### config.mk
export PLATFORM = sky130hd
export DESIGN_NAME = mux2_rr_arbiter
export DESIGN_NICKNAME = d
export VERILOG_FILES = /design/src/rtl/mux2_arb_pkg.sv /design/src/rtl/mux2_rr_arbiter_mux.sv /design/src/rtl/mux2_rr_arbiter.sv
export SDC_FILE = /design/constraint.sdc
export NUM_CORES = 1
export LEC_CHECK = 0
export CORE_ASPECT_RATIO = 0.7
export CORE_MARGIN = 2
export CORE_UTILIZATION = 22
export DETAILED_ROUTE_END_ITERATION = 6
export PLACE_DENSITY_LB_ADDON = 0.08
export SLEW_MARGIN = 30
export SYNTH_ARGS = -nofsm -noshare
export SYNTH_HDL_FRONTEND = slang
export SYNTH_SLANG_ARGS = --single-unit
### constraint.sdc
create_clock -name clk -period 1.8 [get_ports clk]
set_input_delay 0.27 -clock clk [delete_from_list [all_inputs] [get_ports clk]]
set_output_delay 0.27 -clock clk [all_outputs]
set_load 0.05 [all_outputs]
### src/rtl/mux2_arb_pkg.sv
// Shared types and constants for the two-requester round-robin burst arbiter.
package mux2_arb_pkg;

    typedef enum logic [1:0] {
        IDLE    = 2'b00,
        GRANT_A = 2'b01,
        GRANT_B = 2'b10
    } arb_state_t;

    localparam logic SEL_A = 1'b0;
    localparam logic SEL_B = 1'b1;

endpackage

### src/rtl/mux2_rr_arbiter_mux.sv
// Plain two-input multiplexer: sel=0 passes a, sel=1 passes b.
module Mux_2x1 #(
    parameter int bitwidth = 32
) (
    input  logic [bitwidth-1:0] a,
    input  logic [bitwidth-1:0] b,
    input  logic                sel,
    output logic [bitwidth-1:0] y
);

    always_comb begin
        y = sel ? b : a;
    end

endmodule

### src/rtl/mux2_rr_arbiter.sv
// Two-requester round-robin burst arbiter driving a shared downstream port.
// Optional burst-length limit with timeout pulse enabled by `define ARB_TIMEOUT_EN.
module mux2_rr_arbiter
    import mux2_arb_pkg::*;
#(
    parameter int BITWIDTH  = 32,
    parameter int MAX_BURST = 16
) (
    input  logic                clk,
    input  logic                rst_n,
    input  logic                a_valid,
    input  logic [BITWIDTH-1:0] a_data,
    input  logic                a_last,
    output logic                a_ready,
    input  logic                b_valid,
    input  logic [BITWIDTH-1:0] b_data,
    input  logic                b_last,
    output logic                b_ready,
    output logic                y_valid,
    output logic [BITWIDTH-1:0] y_data,
    output logic                y_last,
    input  logic                y_ready,
    output logic                sel,
    output logic                busy,
    output logic                timeout_err
);

    arb_state_t        state;
    logic              rr_ptr;     // requester that won the most recent arbitration
    logic [BITWIDTH:0] mux_y;
    logic              force_last;
    logic              xfer;

    Mux_2x1 #(.bitwidth(BITWIDTH + 1)) u_mux (
        .a   ({a_last, a_data}),
        .b   ({b_last, b_data}),
        .sel (sel),
        .y   (mux_y)
    );

`ifdef ARB_TIMEOUT_EN
    localparam int CNT_W = $clog2(MAX_BURST + 1);

    logic [CNT_W-1:0] beat_cnt;

    assign force_last = (beat_cnt == CNT_W'(MAX_BURST - 1));
`else
    assign force_last  = 1'b0;
    assign timeout_err = 1'b0;
`endif

    assign y_data = mux_y[BITWIDTH-1:0];
    assign xfer   = y_valid & y_ready;

    // sel is registered alongside state, so the mux's last bit always belongs to the granted side
    always_comb begin
        y_valid = 1'b0;
        y_last  = 1'b0;
        a_ready = 1'b0;
        b_ready = 1'b0;
        case (state)
            GRANT_A: begin
                y_valid = a_valid;
                y_last  = mux_y[BITWIDTH] | force_last;
                a_ready = y_ready;
            end
            GRANT_B: begin
                y_valid = b_valid;
                y_last  = mux_y[BITWIDTH] | force_last;
                b_ready = y_ready;
            end
            default: ;
        endcase
    end

    always_ff @(posedge clk or negedge rst_n) begin
        if (!rst_n) begin
            state  <= IDLE;
            rr_ptr <= SEL_B;
            sel    <= SEL_A;
            busy   <= 1'b0;
        end else begin
            case (state)
                IDLE: begin
                    if (a_valid && (!b_valid || rr_ptr == SEL_B)) begin
                        state  <= GRANT_A;
                        rr_ptr <= SEL_A;
                        sel    <= SEL_A;
                        busy   <= 1'b1;
                    end else if (b_valid) begin
                        state  <= GRANT_B;
                        rr_ptr <= SEL_B;
                        sel    <= SEL_B;
                        busy   <= 1'b1;
                    end
                end
                GRANT_A, GRANT_B: begin
                    if (xfer && y_last) begin
                        state <= IDLE;
                        sel   <= SEL_A;
                        busy  <= 1'b0;
                    end
                end
                default: begin
                    state <= IDLE;
                    sel   <= SEL_A;
                    busy  <= 1'b0;
                end
            endcase
        end
    end

`ifdef ARB_TIMEOUT_EN
    always_ff @(posedge clk or negedge rst_n) begin
        if (!rst_n) begin
            beat_cnt    <= '0;
            timeout_err <= 1'b0;
        end else begin
            timeout_err <= xfer && force_last;
            if (xfer && y_last) begin
                beat_cnt <= '0;
            end else if (xfer) begin
                beat_cnt <= beat_cnt + CNT_W'(1);
            end
        end
    end
`endif

endmodule

==> metrics.txt, run 1 <==
Port Buffer Count 108; distinct cell type count after synthesis 21; most frequent cells in the layout sky130_fd_sc_hd__clkdlybuf4s50_1, sky130_fd_sc_hd__buf_4, sky130_fd_sc_hd__mux2_2; DP HPWL 2540 um; total wire length 2970 um; Leakage Power 0.758 nW; drt pass-1 iters 4; number of synthesized register bits 4; average size of a mapped cell 10.0 um2; most frequent standard cell in the layout excluding fill and tap cells sky130_fd_sc_hd__clkdlybuf4s50_1; remaining global-route overflow 0; maximum cell stage delay along the critical path 0.42 ns; final weighted congestion of routability-driven global placement 1.02; Clock Sink Count 4; utilization after layout 0.638; FP Rows 16; clock share of power 0.080; category of the worst setup path capture point output pin; layout cell share with drive strength beyond 1 0.452; max-capacitance violation count 0; wire length of the first global-routing pass 4510 um; sequential-to-total area share from yosys stat 0.151; Starting Density 0.236; share of total power consumed by net switching 0.532; clock tree buffer depth 2; peak fanout along the critical path 9; post-CTS setup repair buffer count 0; Clock Skew 0.00104 ns; ordered cell list for the critical path buf_4 > mux2i_1 > nor2b_4 > buf_12; number of cells upsized or downsized after cts 0; Clock Root Buffer sky130_fd_sc_hd__clkbuf_8; Area Overhead vs Synth 170%; design internal power 1.20 mW; height of the die 50.2 um; Max Clk Rate 578 MHz; slowest stage cell on the critical path sky130_fd_sc_hd__mux2i_1; share of total power in combinational logic 0.853; total standard cell area after synthesis 672 um2; number of top-level pins 110; shortest clock period the worst path allows after layout 1.73 ns; Die Outline Area 0.00352 mm2; CTS buffer count 3; final cycle utilization of the critical path 0.962; power per unit of standard cell area 1410 mW/mm2; hold-fix buffer count after cts 0; HP Class in2async; number of global-route vias before repair 974; Max Slew Vio Count 0; Starting DRT DRC Count 37; number of failing hold endpoints at the final stage 0; final antenna-violating net count 0; Die W 70.1 um; sum of negative setup slack 0 ns; worst endpoint required time 1.53 ns; Worst Path Class, Setup reg2out; Reg power frac 0.067; placeable core area 0.00284 mm2; drt via density 4.53; post-synthesis instance total 67; number of nets in the synthesized netlist 141; net count of the finished layout 252; largest voltage drop on the vdd net 0.889 mV; H-Tree Depth 1; RSZ-0062 raised after global routing false; CTS tree done; type of element launching the critical path flop; routed via count 964; DR WL/cell 13.9 um; Total GRT Usage 0.160; reg-to-reg slack, setup 0.19 ns; DRC violations left 0; antenna diode count 0; net switching component of the power 1.36 mW; antenna violations before repair 0; maximum number of pins on one net before global-route repair 15; clock transition at the registers of the reported paths 0.03 ns; # setup viols final 0; arrival time of the worst setup path 1.46 ns; clock latency reported for the late side of the worst-skew pair 0.22 ns; Filler cells 245; outcome complete, no violations; count of warnings emitted by yosys 0
-- cells in the mapped netlist (all sizes together) --
cell	n	area share
o31a	1	0.013
o22ai	1	0.0093
nor2b	2	0.019
dfrtp	3	0.11
buf	5	0.045
a21oi	1	0.0074
mux2i	1	0.015
dfstp	1	0.039
a22oi	1	0.011
conb	1	0.0056
ha	3	0.056
and2	3	0.028
o21ai	1	0.0074
inv	4	0.022
mux2	32	0.54
nand2b	1	0.0093
o32ai	3	0.039
nand2	1	0.0056
a31oi	1	0.0093
nor3b	1	0.011
-- state kept, by name (all words and copies together), names as in the netlist --
name and count:
busy 1, rr_ptr 1, sel 1, state 1
-- logic make-up after synthesis --
kind of cell    Yosys count  share of synthesized area
other cells               1                    0.00558
fa+ha+maj                 3                     0.0559
buf+inv                   9                     0.0670
compound gates            9                     0.0968
flops                     4                      0.151
mux                      33                      0.551
simple gates              8                     0.0726
-- per-stage QoR --
stage | power, mW | setup slack [ns] | hold WS, ns | instances | cell area, um2
final | 2.55 | 0.0690 | 0.258 | 213 | 1810
after global routing | 2.68 | 0.0149 | 0.263 | 213 | 1810
after CTS | 2.57 | 0.0744 | 0.259 | 213 | 1810
after detailed placement | 2.36 | 0.0892 | 0.491 | 209 | 1770
after global placement | 2.34 | 0.157 | 0.485 | 209 | 1770
after floorplan | 1.67 | 0.00132 | -0.0256 | 67 | 703
-- power by group through the flow --
stage | Clock, mW | Sequential, mW | Combinational [mW]
5_1_grt | 0.217 | 0.178 | 2.28
6_report | 0.205 | 0.171 | 2.18
2_1_floorplan | 0 | 0.238 | 1.44
4_1_cts | 0.207 | 0.172 | 2.19
3_3_place_gp | 0 | 0.169 | 2.17
3_5_place_dp | 0 | 0.174 | 2.18
-- layer usage --
layer	global-route usage	wire, um	part of all wire
met2	0.290	1550	0.52
met5	0	0	0
met4	0.0577	20	0.0067
met1	0.188	1110	0.37
met3	0.0341	282	0.095
-- area by class of cell --
| type | instances | area, um2 | share of cell area |
|---|---|---|---|
| flip-flops and latches | 4 | 103 | 0.0566 |
| clock buffers | 4 | 45.0 | 0.0248 |
| well taps | 36 | 45.0 | 0.0248 |
| repair buffers | 111 | 1060 | 0.585 |
| inverters | 4 | 15.0 | 0.00828 |
| multi-input cells | 54 | 546 | 0.301 |
-- final timing paths --
kind                                   from  depth (start not counted)            endpoint
setup / recovery            sel$_DFFE_PN0P_                          4              y_last
hold / removal                        rst_n                          1    busy$_DFFE_PN0P_
setup reg to reg            sel$_DFFE_PN0P_                          5     sel$_DFFE_PN0P_
hold reg to reg            busy$_DFFE_PN0P_                          2    busy$_DFFE_PN0P_
max in group asynchronous             rst_n                          1  rr_ptr$_DFFE_PN1P_
min in group clk           busy$_DFFE_PN0P_                          2    busy$_DFFE_PN0P_
-- worst max-delay path: cells and delay by family, from the launching register on --
| family | cells | cell delay [ns] |
|---|---|---|
| multiplexers | 1 | 0.42 |
| flip-flops | 1 | 0.39 |
| AND/OR/NAND/NOR | 1 | 0.08 |
| buffers and inverters | 2 | 0.35 |
(Power assumes the default switching activity.)
==> inputs of run 2 (changes only) <==
- CAP_MARGIN: not set -> 0
- CELL_PAD_IN_SITES_DETAIL_PLACEMENT: not set -> 1
- CELL_PAD_IN_SITES_GLOBAL_PLACEMENT: not set -> 1
- CORE_UTILIZATION: 22 -> 13
==> run 2 against run 1 <==
Compared with the run above: sequential power is 4% higher; clock skew hardly changed; worst hold slack better by 0.010 ns; fmax is 0.49% higher; critical path depth is 1 higher; via count is 0.62% higher; register-to-register slack hardly changed; count of clock-buffer cells in the layout stayed put; cell count is 15% higher; combinational power is 2% higher; first-iteration DRC count is 81% lower.
==> metrics.txt, run 2 (synthesized netlist as in run 1, its figures left out) <==
Worst Path Class, Setup reg2out; power per unit of standard cell area 1390 mW/mm2 (-1.3%); number of top-level pins 110 (unchanged); category of the worst setup path capture point output pin; Die W 89.9 um (+28%); area occupied by multi-input gates 549 um2 (+0.69%); worst setup path start sel$_DFFE_PN0P_; Clock Skew 0.00119 ns (+0.000144 ns); Reg-to-Reg End state[0]$_DFFE_PN0P_; max-capacitance violation count 0 (unchanged); DR WL/cell 15.1 um (+8.2%); remaining global-route overflow 0 (unchanged); final weighted congestion of routability-driven global placement 0.701 (-31%); number of non-filler instances in the completed layout 246 (+15%); layout cell share with drive strength beyond 1 0.463 (+0.0113); Area Overhead vs Synth 178%; peak fanout along the critical path 4 (-5); number of placed instances with taps included 242 (+16%); wire length of the first global-routing pass 5730 um (+27%); placeable core area 0.00489 mm2 (+72%); maximum cell stage delay along the critical path 0.40 ns (-0.02 ns); hold-fix buffer count after cts 0 (unchanged); clock tree buffer depth 2 (unchanged); sum of negative setup slack 0 ns (unchanged); met2 layer usage reported by global route 0.217 (-0.0736); CTS tree done; arrival time of the worst setup path 1.45 ns (about the same); grt peak-use layer met2; number of cells upsized or downsized after cts 1 (+1); RSZ-0062 raised after global routing false; Clock Root Buffer sky130_fd_sc_hd__clkbuf_8; final antenna-violating net count 0 (unchanged); most frequent cells in the layout sky130_fd_sc_hd__clkdlybuf4s50_1, sky130_fd_sc_hd__buf_4, sky130_fd_sc_hd__mux2_2; Starting Density 0.137 (-0.0989); height of the die 64.2 um (+28%); origin of the critical flop-to-flop path sel$_DFFE_PN0P_; Total GRT Usage 0.124 (-0.0360); slowest stage cell on the critical path sky130_fd_sc_hd__dfrtp_2; Max Slew Vio Count 0 (unchanged); antenna diode count 0 (unchanged); FP Rows 21 (+5); clock latency reported for the late side of the worst-skew pair 0.22 ns (about the same); worst endpoint required time 1.53 ns (about the same); total wire length 3710 um (+25%); Global Route met1 Usage 0.150 (-0.0377); final cycle utilization of the critical path 0.957 (-0.00464); overall power after layout 2.60 mW (+1.7%); outcome complete, no violations; H-Tree Depth 1 (unchanged); DRC violations left 0 (unchanged); largest voltage drop on the vdd net 0.538 mV (-40%); reg-to-reg slack, setup 0.20 ns (about the same); maximum number of pins on one net before global-route repair 21 (+6); clock transition at the registers of the reported paths 0.04 ns (about the same); antenna violations before repair 0 (unchanged); Port Buffer Count 108 (unchanged); HP Class in2async; Die Outline Area 0.00577 mm2 (+64%); number of global-route vias before repair 1036 (+6.4%); drt pass-1 iters 3 (-1); Max Clk Rate 580 MHz (+0.49%); drt via density 3.94 (-13%); post-CTS setup repair buffer count 0 (unchanged); utilization after layout 0.382 (-0.256); routed via count 970 (+0.62%); cells on worst reg2reg path 5 (unchanged); type of element launching the critical path flop; most frequent standard cell in the layout excluding fill and tap cells sky130_fd_sc_hd__clkdlybuf4s50_1; # setup viols final 0 (unchanged); Filler cells 565 (+130%); Leakage Power 0.763 nW (+0.61%); ordered cell list for the critical path inv_1 > ha_1 > a22oi_2 > nor2b_4 > buf_12; met3 demand-to-capacity share in global routing 0.0366 (+0.00242); net count of the finished layout 252 (unchanged); shortest clock period the worst path allows after layout 1.72 ns (-0.00836 ns); Starting DRT DRC Count 7 (-81%); Clock Sink Count 4 (unchanged); number of failing hold endpoints at the final stage 0 (unchanged); DP HPWL 3150 um (+24%); FF/Latch Area 103 um2 (unchanged); CTS buffer count 3 (unchanged)
run 2: layer usage:
metal  part of all wire  wire, um  vias up
met4             0.0059        22        0
met3              0.084       310        2
li1                   -         -      466
met5                  0         0        -
met1               0.41      1510      456
met2               0.50      1860       46
run 2: layout make-up:
class,count,area share
timing repair buffer,111,0.573
clock buffer,4,0.0241
tap,69,0.0462
inverter,4,0.00803
sequential,4,0.0549
multi-input combinational,54,0.294
run 2: where the power goes:
| group | internal, mW | total (mW) | switching, mW | leakage (nW) |
|---|---|---|---|---|
| clock | 0.152 | 0.205 | 0.0527 | 0.0228 |
| combinational | 0.916 | 2.22 | 1.30 | 0.693 |
| sequential | 0.142 | 0.177 | 0.0350 | 0.0473 |
| total | 1.21 | 2.60 | 1.39 | 0.763 |
run 2: worst max-delay path by stage:
stage               depth (start not counted)  slack, ns              endpoint
floorplan                                   5      0.001                y_last
CTS                                         5       0.05               y_valid
global placement                            4       0.16       sel$_DFFE_PN0P_
detailed placement                          4       0.11  state[0]$_DFFE_PN0P_
finish                                      5       0.08               y_valid
global route                                5      0.007               y_valid
run 2: critical path: cells and delay by family, from the launching register on:
kind	cells	cell delay, ns
AOI/OAI and AO/OA	1	0.28
adders and majority gates	1	0.24
buffers and inverters	2	0.24
DFF	1	0.40
and+or+nand+nor	1	0.08
run 2: metrics by stage:
stage / setup slack, ns / area [um2] / hold WS (ns)
floorplan: 0.00132 / 703 / -0.0256
global placement: 0.161 / 1820 / 0.484
detailed placement: 0.113 / 1820 / 0.494
CTS: 0.0535 / 1870 / 0.271
global route: 0.00704 / 1870 / 0.277
finish: 0.0773 / 1870 / 0.268
==> inputs of run 3 (changes only) <==
- HOLD_SLACK_MARGIN: not set -> 0.02
==> results of run 3 <==
No change in the layout: final DEF, timing and power equal those of run 2.
